## src/rtl/mult_pkg.sv

```systemverilog
`default_nettype none
// ============================================================================
// mult_pkg : digit width and FSM encoding shared by the sequential Vedic multiplier
// Rev 1.0
// ============================================================================
package mult_pkg;

  localparam int DIGIT_W = 8;
  localparam int PP_W    = 2 * DIGIT_W;

  typedef enum logic [1:0] {
    ST_IDLE = 2'd0,
    ST_CALC = 2'd1,
    ST_DONE = 2'd2
  } state_e;

  // Counter width for n digits; a single-digit operand still needs a 1-bit counter.
  function automatic int ctr_width(input int n);
    return (n > 1) ? $clog2(n) : 1;
  endfunction

endpackage
`default_nettype wire

```

## src/rtl/simple_vedic_8bit.sv

```systemverilog
`default_nettype none
// ============================================================================
// simple_vedic_8bit : combinational 8x8 unsigned Vedic (Urdhva-Tiryagbhyam) multiplier
// Rev 1.0
// ============================================================================
module simple_vedic_8bit (
  input  logic [7:0]  a_i,
  input  logic [7:0]  b_i,
  output logic [15:0] p_o
);

  function automatic logic [3:0] vedic2(input logic [1:0] x, input logic [1:0] y);
    logic p00, p01, p10, p11, c1;
    p00 = x[0] & y[0];
    p10 = x[1] & y[0];
    p01 = x[0] & y[1];
    p11 = x[1] & y[1];
    c1  = p10 & p01;
    return {p11 & c1, p11 ^ c1, p10 ^ p01, p00};
  endfunction

  // Each level combines four half-width cross products, vertically and crosswise.
  function automatic logic [7:0] vedic4(input logic [3:0] x, input logic [3:0] y);
    logic [3:0] q0, q1, q2, q3;
    q0 = vedic2(x[1:0], y[1:0]);
    q1 = vedic2(x[3:2], y[1:0]);
    q2 = vedic2(x[1:0], y[3:2]);
    q3 = vedic2(x[3:2], y[3:2]);
    return {4'b0, q0} + {2'b0, q1, 2'b0} + {2'b0, q2, 2'b0} + {q3, 4'b0};
  endfunction

  function automatic logic [15:0] vedic8(input logic [7:0] x, input logic [7:0] y);
    logic [7:0] q0, q1, q2, q3;
    q0 = vedic4(x[3:0], y[3:0]);
    q1 = vedic4(x[7:4], y[3:0]);
    q2 = vedic4(x[3:0], y[7:4]);
    q3 = vedic4(x[7:4], y[7:4]);
    return {8'b0, q0} + {4'b0, q1, 4'b0} + {4'b0, q2, 4'b0} + {q3, 8'b0};
  endfunction

  assign p_o = vedic8(a_i, b_i);

endmodule
`default_nettype wire

```

## src/rtl/mult_seq_vedic.sv

```systemverilog
`default_nettype none
// ============================================================================
// mult_seq_vedic : sequential unsigned multiplier, one 8x8 Vedic digit product per cycle
// Rev 1.0
// ============================================================================
module mult_seq_vedic
  import mult_pkg::*;
#(
  parameter int WIDTH = 32
) (
  input  logic                 clk,
  input  logic                 rst_n,
  input  logic                 i_valid,
  output logic                 i_ready,
  input  logic [WIDTH-1:0]     a,
  input  logic [WIDTH-1:0]     b,
  output logic                 o_valid,
  input  logic                 o_ready,
  output logic [2*WIDTH-1:0]   s
);

  localparam int N  = WIDTH / DIGIT_W;
  localparam int CW = ctr_width(N);
  localparam int AW = 2 * WIDTH;
  localparam logic [CW-1:0] LAST = CW'(N - 1);

  state_e            state_q, state_d;
  logic [WIDTH-1:0]  a_q, a_d;
  logic [WIDTH-1:0]  b_q, b_d;
  logic [AW-1:0]     acc_q, acc_d;
  logic [CW-1:0]     i_q, i_d;
  logic [CW-1:0]     j_q, j_d;
  logic              i_ready_q, i_ready_d;

  logic [DIGIT_W-1:0] a_dig;
  logic [DIGIT_W-1:0] b_dig;
  logic [PP_W-1:0]    pp;
  logic [AW-1:0]      pp_sh;

  assign a_dig = a_q[int'(i_q) * DIGIT_W +: DIGIT_W];
  assign b_dig = b_q[int'(j_q) * DIGIT_W +: DIGIT_W];

  simple_vedic_8bit u_digit_mul (
    .a_i (a_dig),
    .b_i (b_dig),
    .p_o (pp)
  );

  // Full-width add so the carry out of every partial product reaches the top of acc.
  assign pp_sh = AW'(pp) << (DIGIT_W * (int'(i_q) + int'(j_q)));

  always_comb begin
    state_d = state_q;
    a_d     = a_q;
    b_d     = b_q;
    acc_d   = acc_q;
    i_d     = i_q;
    j_d     = j_q;
    unique case (state_q)
      ST_IDLE: begin
        if (i_valid && i_ready_q) begin
          a_d     = a;
          b_d     = b;
          acc_d   = '0;
          i_d     = '0;
          j_d     = '0;
          state_d = ST_CALC;
        end
      end
      ST_CALC: begin
        acc_d = acc_q + pp_sh;
        if (j_q == LAST) begin
          j_d = '0;
          if (i_q == LAST) begin
            state_d = ST_DONE;
          end else begin
            i_d = i_q + 1'b1;
          end
        end else begin
          j_d = j_q + 1'b1;
        end
      end
      ST_DONE: begin
        if (o_ready) begin
          state_d = ST_IDLE;
        end
      end
      default: state_d = ST_IDLE;
    endcase
  end

  assign i_ready_d = (state_d == ST_IDLE);

  always_ff @(posedge clk) begin
    if (!rst_n) begin
      state_q   <= ST_IDLE;
      a_q       <= '0;
      b_q       <= '0;
      acc_q     <= '0;
      i_q       <= '0;
      j_q       <= '0;
      i_ready_q <= 1'b0;
    end else begin
      state_q   <= state_d;
      a_q       <= a_d;
      b_q       <= b_d;
      acc_q     <= acc_d;
      i_q       <= i_d;
      j_q       <= j_d;
      i_ready_q <= i_ready_d;
    end
  end

  assign i_ready = i_ready_q;
  assign o_valid = (state_q == ST_DONE);
  assign s       = acc_q;

endmodule
`default_nettype wire

```

## config.mk

```make
export PLATFORM = sky130hd
export DESIGN_NAME = mult_seq_vedic
export DESIGN_NICKNAME = d
export VERILOG_FILES = /design/src/rtl/mult_pkg.sv /design/src/rtl/simple_vedic_8bit.sv /design/src/rtl/mult_seq_vedic.sv
export SDC_FILE = /design/constraint.sdc
export NUM_CORES = 1
export LEC_CHECK = 0
export ABC_AREA = 1
export CAP_MARGIN = 20
export CORE_MARGIN = 2
export CORE_UTILIZATION = 23
export DETAILED_ROUTE_END_ITERATION = 6
export PLACE_DENSITY_LB_ADDON = 0.08
export SETUP_SLACK_MARGIN = 0.02
export SLEW_MARGIN = 20
export SYNTH_ARGS = -nofsm -noshare
export SYNTH_HDL_FRONTEND = slang
export SYNTH_SLANG_ARGS = --single-unit
```

## constraint.sdc

```tcl
create_clock -name clk -period 8.32 [get_ports clk]
set_input_delay 0.832 -clock clk [delete_from_list [all_inputs] [get_ports clk]]
set_output_delay 0.832 -clock clk [all_outputs]
set_load 0.03 [all_outputs]
```

Word level (Yosys, flattened, before mapping)
Cells that the tools add are included.
{ "classes": {"addsub": 19, "n_eq_ne": 7, "shifts": 3, "n_mux": 13, "n_bitwise": 128, "n_reduce_logical": 7} }
{ "ops": {"columns": ["operator", "count"], "rows": [
  ["$pmux 64 s2", 1],
  ["$and 1x1->1", 96],
  ["$add 64x64->64", 1],
  ["$mux 64", 1],
  ["$shiftx 32x6->8", 2],
  ["$shl 16x6->64", 1],
  ["$add 8x6->8", 4],
  ["$add 8x8->8", 4],
  ["$xor 1x1->1", 32],
  ["$add 4x6->7", 4],
  ["$add 16x12->16", 1],
  ["$add 16x16->16", 1],
  ["$mux 2", 8],
  ["$add 8x12->13", 1],
  ["$pmux 2 s2", 2],
  ["$eq 2x2->1 const B", 3],
  ["$ne 2x2->1 const B", 3],
  ["$pmux 2 s3", 1],
  ["$add 2x1->2 const B", 2],
  ["$logic_not 2->1", 2],
  ["$reduce_and 2->1", 2],
  ["$reduce_and 4->1", 1],
  ["$add 2x2->3", 1],
  ["$eq 2x1->1 const B", 1],
  ["other kinds (2)", 2]
]} }
{ "totals": {"reg_bits": 135, "out_inout_bits": 66, "elab_cells": 184} }

Longest topological paths before layout
{ "depth": {"word_depth": 13, "mapped_depth": 56, "ltp_nobuf": 55} }

Modules after synthesis
A second synthesis with hierarchy kept.
{ "unflattened": {"cells_unflattened": 2468, "area_unflattened_um2": 14084.8} }
{ "by_module_without_submodules": {"columns": ["module", "n_inst", "cells_per_inst", "area_per_inst_um2", "seq_area_each_um2"], "rows": [
  ["mult_seq_vedic", 1, 2083, 11526.1, 2702.6],
  ["simple_vedic_8bit", 1, 385, 2558.7, 0.0]
]} }

Worst setup path before layout
No wires, ideal clock.
{ "synth_path": {"path_type": "reg2reg", "from": "reg i_q[0]", "to": "reg acc_q[40] (netlist: s[40])", "setup_time_ps": 116, "arrival_time_ps": 8092, "required_time_ps": 8204, "path_slack_ps": 111, "path_stages_with_launch": 48, "synth_period_minus_slack_ps": 8209, "cell_sequence": "dfxtp_1 > buf_2 > clkinv_1 > clkbuf_1 > nand2_1 > a32o_1 > nor2_1 > ha_1 > ha_1 > ha_1 > inv_1 > fa_1 > xor2_1 > fa_1 > fa_1 > inv_1 > ha_1 > fa_1 > (+12 left out) > nor2_2 > xnor2_1 > inv_1 > nand2_1 > o21ai_0 > or2_2 > nor2_1 > ha_1 > a21oi_1 > a21boi_2 > o21ai_0 > nand2_1 > nand2_1 > a21oi_1 > nand2_1 > or2_2 > nand3_1 > a21oi_1"} }
{ "synth_via": {"elab_chain_len": 13, "elab_cells_between_ends": 148} }
{ "synth_lines": {"columns": ["item", "line", "text"], "rows": [
  ["start: declaration", "mult_seq_vedic.sv:31", "logic [CW-1:0] i_q, i_d;"],
  ["start signal: assignment", "mult_seq_vedic.sv:108", "i_q <= i_d;"],
  ["$shiftx 32x6->8", "mult_seq_vedic.sv:40", "assign a_dig = a_q[int'(i_q) * DIGIT_W +: DIGIT_W];"],
  ["$and 1x1->1 (on tied branches)", "simple_vedic_8bit.sv:15, simple_vedic_8bit.sv:16", null],
  ["$and 1x1->1", "simple_vedic_8bit.sv:18", "c1 = p10 & p01;"],
  ["$xor 1x1->1 / $and 1x1->1 (equally long branches)", "simple_vedic_8bit.sv:19", "return {p11 & c1, p11 ^ c1, p10 ^ p01, p00};"],
  ["$add 4x6->7", "simple_vedic_8bit.sv:29", "return {4'b0, q0} + {2'b0, q1, 2'b0} + {2'b0, q2, 2'b0} + {q3, 4'b0};"],
  ["$add 8x6->8", "simple_vedic_8bit.sv:29", null],
  ["$add 8x8->8", "simple_vedic_8bit.sv:29", null],
  ["$add 8x12->13", "simple_vedic_8bit.sv:38", "return {8'b0, q0} + {4'b0, q1, 4'b0} + {4'b0, q2, 4'b0} + {q3, 8'b0};"],
  ["$add 16x12->16", "simple_vedic_8bit.sv:38", null],
  ["$add 16x16->16", "simple_vedic_8bit.sv:38", null],
  ["$shl 16x6->64 (*)", "mult_seq_vedic.sv:50", "assign pp_sh = AW'(pp) << (DIGIT_W * (int'(i_q) + int'(j_q)));"],
  ["$add 64x64->64 (*)", "mult_seq_vedic.sv:71", "acc_d = acc_q + pp_sh;"],
  ["$pmux 64 s2 (*)", "mult_seq_vedic.sv:59", "unique case (state_q)"],
  ["end signal: assignment", "mult_seq_vedic.sv:99", "acc_q <= '0;"],
  ["end signal: assignment", "mult_seq_vedic.sv:107", "acc_q <= acc_d;"],
  ["end: declaration", "mult_seq_vedic.sv:30", "logic [AW-1:0] acc_q, acc_d;"]
]} }
Every way passes the cells marked *; elsewhere a longest branch is shown, timed or not.
A chain may end at the register's enable or synchronous reset.

Worst setup path after layout
{ "layout_path": {"from": "reg j_q[0]", "to": "reg acc_q[32] (netlist: s[32])"} }
{ "layout_via": {"elab_chain_len": 13, "elab_cells_between_ends": 148} }
{ "layout_lines": {"columns": ["item", "line", "text"], "rows": [
  ["start: declaration", "mult_seq_vedic.sv:32", "logic [CW-1:0] j_q, j_d;"],
  ["start signal: assignment", "mult_seq_vedic.sv:109", "j_q <= j_d;"],
  ["$shiftx 32x6->8", "mult_seq_vedic.sv:41", "assign b_dig = b_q[int'(j_q) * DIGIT_W +: DIGIT_W];"],
  ["$and 1x1->1 (on tied branches)", "simple_vedic_8bit.sv:15, simple_vedic_8bit.sv:16", null],
  ["$and 1x1->1", "simple_vedic_8bit.sv:18", null],
  ["$xor 1x1->1 / $and 1x1->1 (equally long branches)", "simple_vedic_8bit.sv:19", null],
  ["$add 4x6->7", "simple_vedic_8bit.sv:29", null],
  ["$add 8x6->8", "simple_vedic_8bit.sv:29", null],
  ["$add 8x8->8", "simple_vedic_8bit.sv:29", null],
  ["$add 8x12->13", "simple_vedic_8bit.sv:38", null],
  ["$add 16x12->16", "simple_vedic_8bit.sv:38", null],
  ["$add 16x16->16", "simple_vedic_8bit.sv:38", null],
  ["$shl 16x6->64 (*)", "mult_seq_vedic.sv:50", null],
  ["$add 64x64->64 (*)", "mult_seq_vedic.sv:71", null],
  ["$pmux 64 s2 (*)", "mult_seq_vedic.sv:59", null]
]} }
Marks and branches as above.

==> reports/qor.txt <==
max-slew violations: 0
flop and latch count out of synthesis: 135
buffers from clock root to sink, at most: 2
gp weighted congestion: 0.8986
area of combinational cells with multiple inputs: 11570 um^2
crit path from: j_q[0]
detailed router's first-iteration violation count: 839
commonest cells after routing, fill and taps aside: buf_4 (399), nand2_1 (316), nor2_1 (305), inv_1 (172), a21oi_1 (141)
overall global routing resource usage: 0.2069
maximum number of pins on one net before global-route repair: 71
number of antenna diodes: 0
initial standard-cell utilization of the core: 0.2331
share of synthesized registers carrying an async set or reset: 0
final hold violations: 0
synthesized-area fraction occupied by ao, oa, aoi and oai cells: 0.1968
startpoint types: flop
number of global-route vias before repair: 15.36k
slowest stage cell on the critical path: fa_2
dpl hpwl: 49.44 mm
cell chosen for the clock root: clkbuf_16
Buffers on Ports: 133
leading cell type in the layout, fill and taps excluded: buf_4
share of the synthesized netlist area taken by xor and xnor gates: 0.02058
Post-CTS Hold Fix Bufs: 0
via count: 15.69k
predominant post-synthesis flop cell: dfxtp_1
number of fill cells in the layout: 6076
Worst path most repeated cell: ha_4
die area: 59290 um^2
number of instances in the synthesized netlist: 2068
type of destination of the critical path: flop
multiplexer fraction of the synthesized cell area: 0
FF/Latch Area: 2711 um^2
number of cell rows: 87
largest fanout on the critical path: 4
Core Box Area: 56600 um^2
gr ovfl total: 0
average wire length per cell after detail routing: 18.32 um
clock-pin slew reported for the worst setup and hold paths after clock tree synthesis: 0.07 ns
horizontal die dimension: 243.5 um
count of flip-flops with a built-in enable after synthesis: 0
number of antenna violations at the first check in global routing: 0
Mapped Area: 13190 um^2
transition time at the pin with the least slew margin: 1.076 ns
setup repair after global routing missed its margin: true
Clock Skews: 0.01322 ns
FMAX: 121.4 MHz
Avg Vias per Cell: 4.664
peak per-stage delay on the critical path: 0.52 ns
layout cells sized above 1: 0.3591
worst endpoint required time: 8.65 ns
number of distinct library cells after synthesis: 52
final antenna-violating net count: 0
critical path class: reg -> reg
total length of routed wires: 61.64 mm
TritonCTS clock tree: yes
average cell area after synthesis: 6.379 um^2
final period demand of the worst path: 8.235 ns
worst hold-check path type: reg -> reg
number of DRC violations after detailed routing: 0
total leakage power: 9.389 nW
Syn. warnings: 0
clock buffers created by TritonCTS: 17
post-synthesis to final-layout area growth: 62.41%
global-route wire length before repair: 92.42 mm
Net count, final: 2836
worst endpoint data arrival time: 8.56 ns
setup-violating endpoint count in the final report: 0
maximum resistive drop on vdd: 0.0001830 V
Slew Limit Headroom: 0.2820
Reg2Reg Launch Point: j_q[0]
overall power consumption: 1.979 mW
number of levels in the clock H-tree: 4
area share of fa/ha/maj cells after synthesis: 0.1774
I/O pin count: 134
Vert. Die Dim: 243.5 um
DRT Pass-1 Iters: 5
crit share post-route: 0.9897
total nets after synthesis: 2308
Sink Count: 135
insertion delay of the later-clocked pin in the worst-skew pair: 0.50 ns
sequential element share of the synthesized area: 0.2049
Hold WS: 0.4875 ns
dominant combinational cell family by area after synthesis: simple AND/OR/NAND/NOR gates
outcome: finished, final reports clean
share of synthesized cell area in and, or, nand and nor gates: 0.3189
pwr/cell area: 92.37 nW/um^2
Worst Hold Launch: s[2]
number of max-cap violations: 0
## critical path, delay by kind of cell (launching register included)
kind                     cells  cell delay [ns]
adder cells (fa/ha/maj)     12             3.69
AND/OR/NAND/NOR             17             1.54
AO/OA/AOI/OAI                8             1.08
buffers and inverters       12             1.07
flip-flops                   1             0.37
XOR/XNOR                     2             0.33
## sequential cells by signal (all words and copies together), names as in the netlist
signal / count
s: 64
a_q: 32
b_q: 32
i_q: 2
j_q: 2
state_q: 2
i_ready: 1
## power by group
| group | switching, mW | internal, mW |
|---|---|---|
| Clock | 0.371 | 0.447 |
| Combinational | 0.273 | 0.192 |
| Sequential | 0.0200 | 0.675 |
## synthesized netlist by cell type (2+ instances only)
| cell | count | share of area |
|---|---|---|
| o21ai_2 | 2 | 0.0013 |
| nor2_2 | 12 | 0.0057 |
| nand2_4 | 2 | 0.0017 |
| nor4_1 | 2 | 0.00095 |
| o21a_1 | 7 | 0.0040 |
| nand3_2 | 11 | 0.0083 |
| nand3_1 | 94 | 0.036 |
| clkbuf_1 | 42 | 0.012 |
| o21ai_1 | 10 | 0.0038 |
| o22ai_1 | 6 | 0.0028 |
| nor2_4 | 2 | 0.0017 |
| nand2_2 | 20 | 0.0095 |
| a32oi_1 | 6 | 0.0040 |
| inv_2 | 8 | 0.0023 |
| xor2_1 | 16 | 0.011 |
| o21ai_0 | 162 | 0.061 |
| nand2_1 | 369 | 0.10 |
| nor3_1 | 11 | 0.0042 |
| or2_0 | 3 | 0.0014 |
| nor2_1 | 401 | 0.11 |
| buf_2 | 8 | 0.0030 |
| buf_1 | 9 | 0.0026 |
| dfxtp_1 | 135 | 0.20 |
| a31oi_1 | 9 | 0.0043 |
| or2_2 | 16 | 0.0076 |
| a21boi_0 | 3 | 0.0017 |
| a211oi_1 | 4 | 0.0023 |
| clkinv_1 | 2 | 0.00057 |
| nor3_2 | 3 | 0.0023 |
| inv_1 | 204 | 0.058 |
| a21o_1 | 14 | 0.0080 |
| fa_1 | 25 | 0.038 |
| nand4_1 | 21 | 0.010 |
| a21boi_2 | 3 | 0.0026 |
| nand3b_1 | 7 | 0.0040 |
| clkbuf_8 | 3 | 0.0031 |
| or2_1 | 8 | 0.0038 |
| a21oi_1 | 214 | 0.081 |
| a32o_1 | 8 | 0.0061 |
| o21bai_1 | 6 | 0.0034 |
| ha_1 | 147 | 0.14 |
| o32ai_1 | 4 | 0.0027 |
| a21oi_2 | 6 | 0.0040 |
| xnor2_1 | 15 | 0.010 |
## through the flow
stage                     instances    util  setup TNS (ns)  worst slack [ns]  area (um^2)
after floorplan                2068       -               0            0.1114        13190
after global placement         3280  0.3198          -19.80           -0.5527        18100
after detailed placement       3280  0.3198          -25.71           -0.7444        18100
after CTS                      3335  0.3437               0           0.02349        19450
after global routing           3365  0.3785          -12.13           -0.3858        21430
final                          3365  0.3785               0           0.08549        21430
## cells by family after synthesis
| kind of cell | Yosys count |
|---|---|
| simple gates | 985 |
| compound gates | 469 |
| buf+inv | 276 |
| fa+ha+maj | 172 |
| flops | 135 |
| xor+xnor | 31 |
## area by class of cell
cell class,instances,area share
multi-input cells,1657,0.5401
repair buffers,571,0.2232
flip-flops and latches,135,0.1265
well taps,756,0.04415
inverters,214,0.03848
clock buffers,18,0.02003
clock inverters,14,0.007474
## per-layer routing
layer  GRT usage  part of all wire
met5           0                 0
met4     0.05273             0.019
met3     0.03195             0.029
met2      0.3337              0.46
met1      0.2869              0.50
## what timing repair did
action | in CTS | in global routing
buffers inserted | 22 | 33
pin swaps | 81 | 126
gates resized for setup | 152 | 456
endpoints found under the setup margin | 52 | 53
cloned | 1 | 0
## worst paths after layout
check / endpoint / slack, ns / cells after the start
max reg2reg: s[32] / 0.09 / 51
min: s[2] / 0.49 / 2
max: s[32] / 0.09 / 51
min reg2reg: s[2] / 0.49 / 2
Power figures use the tool's default switching activity.
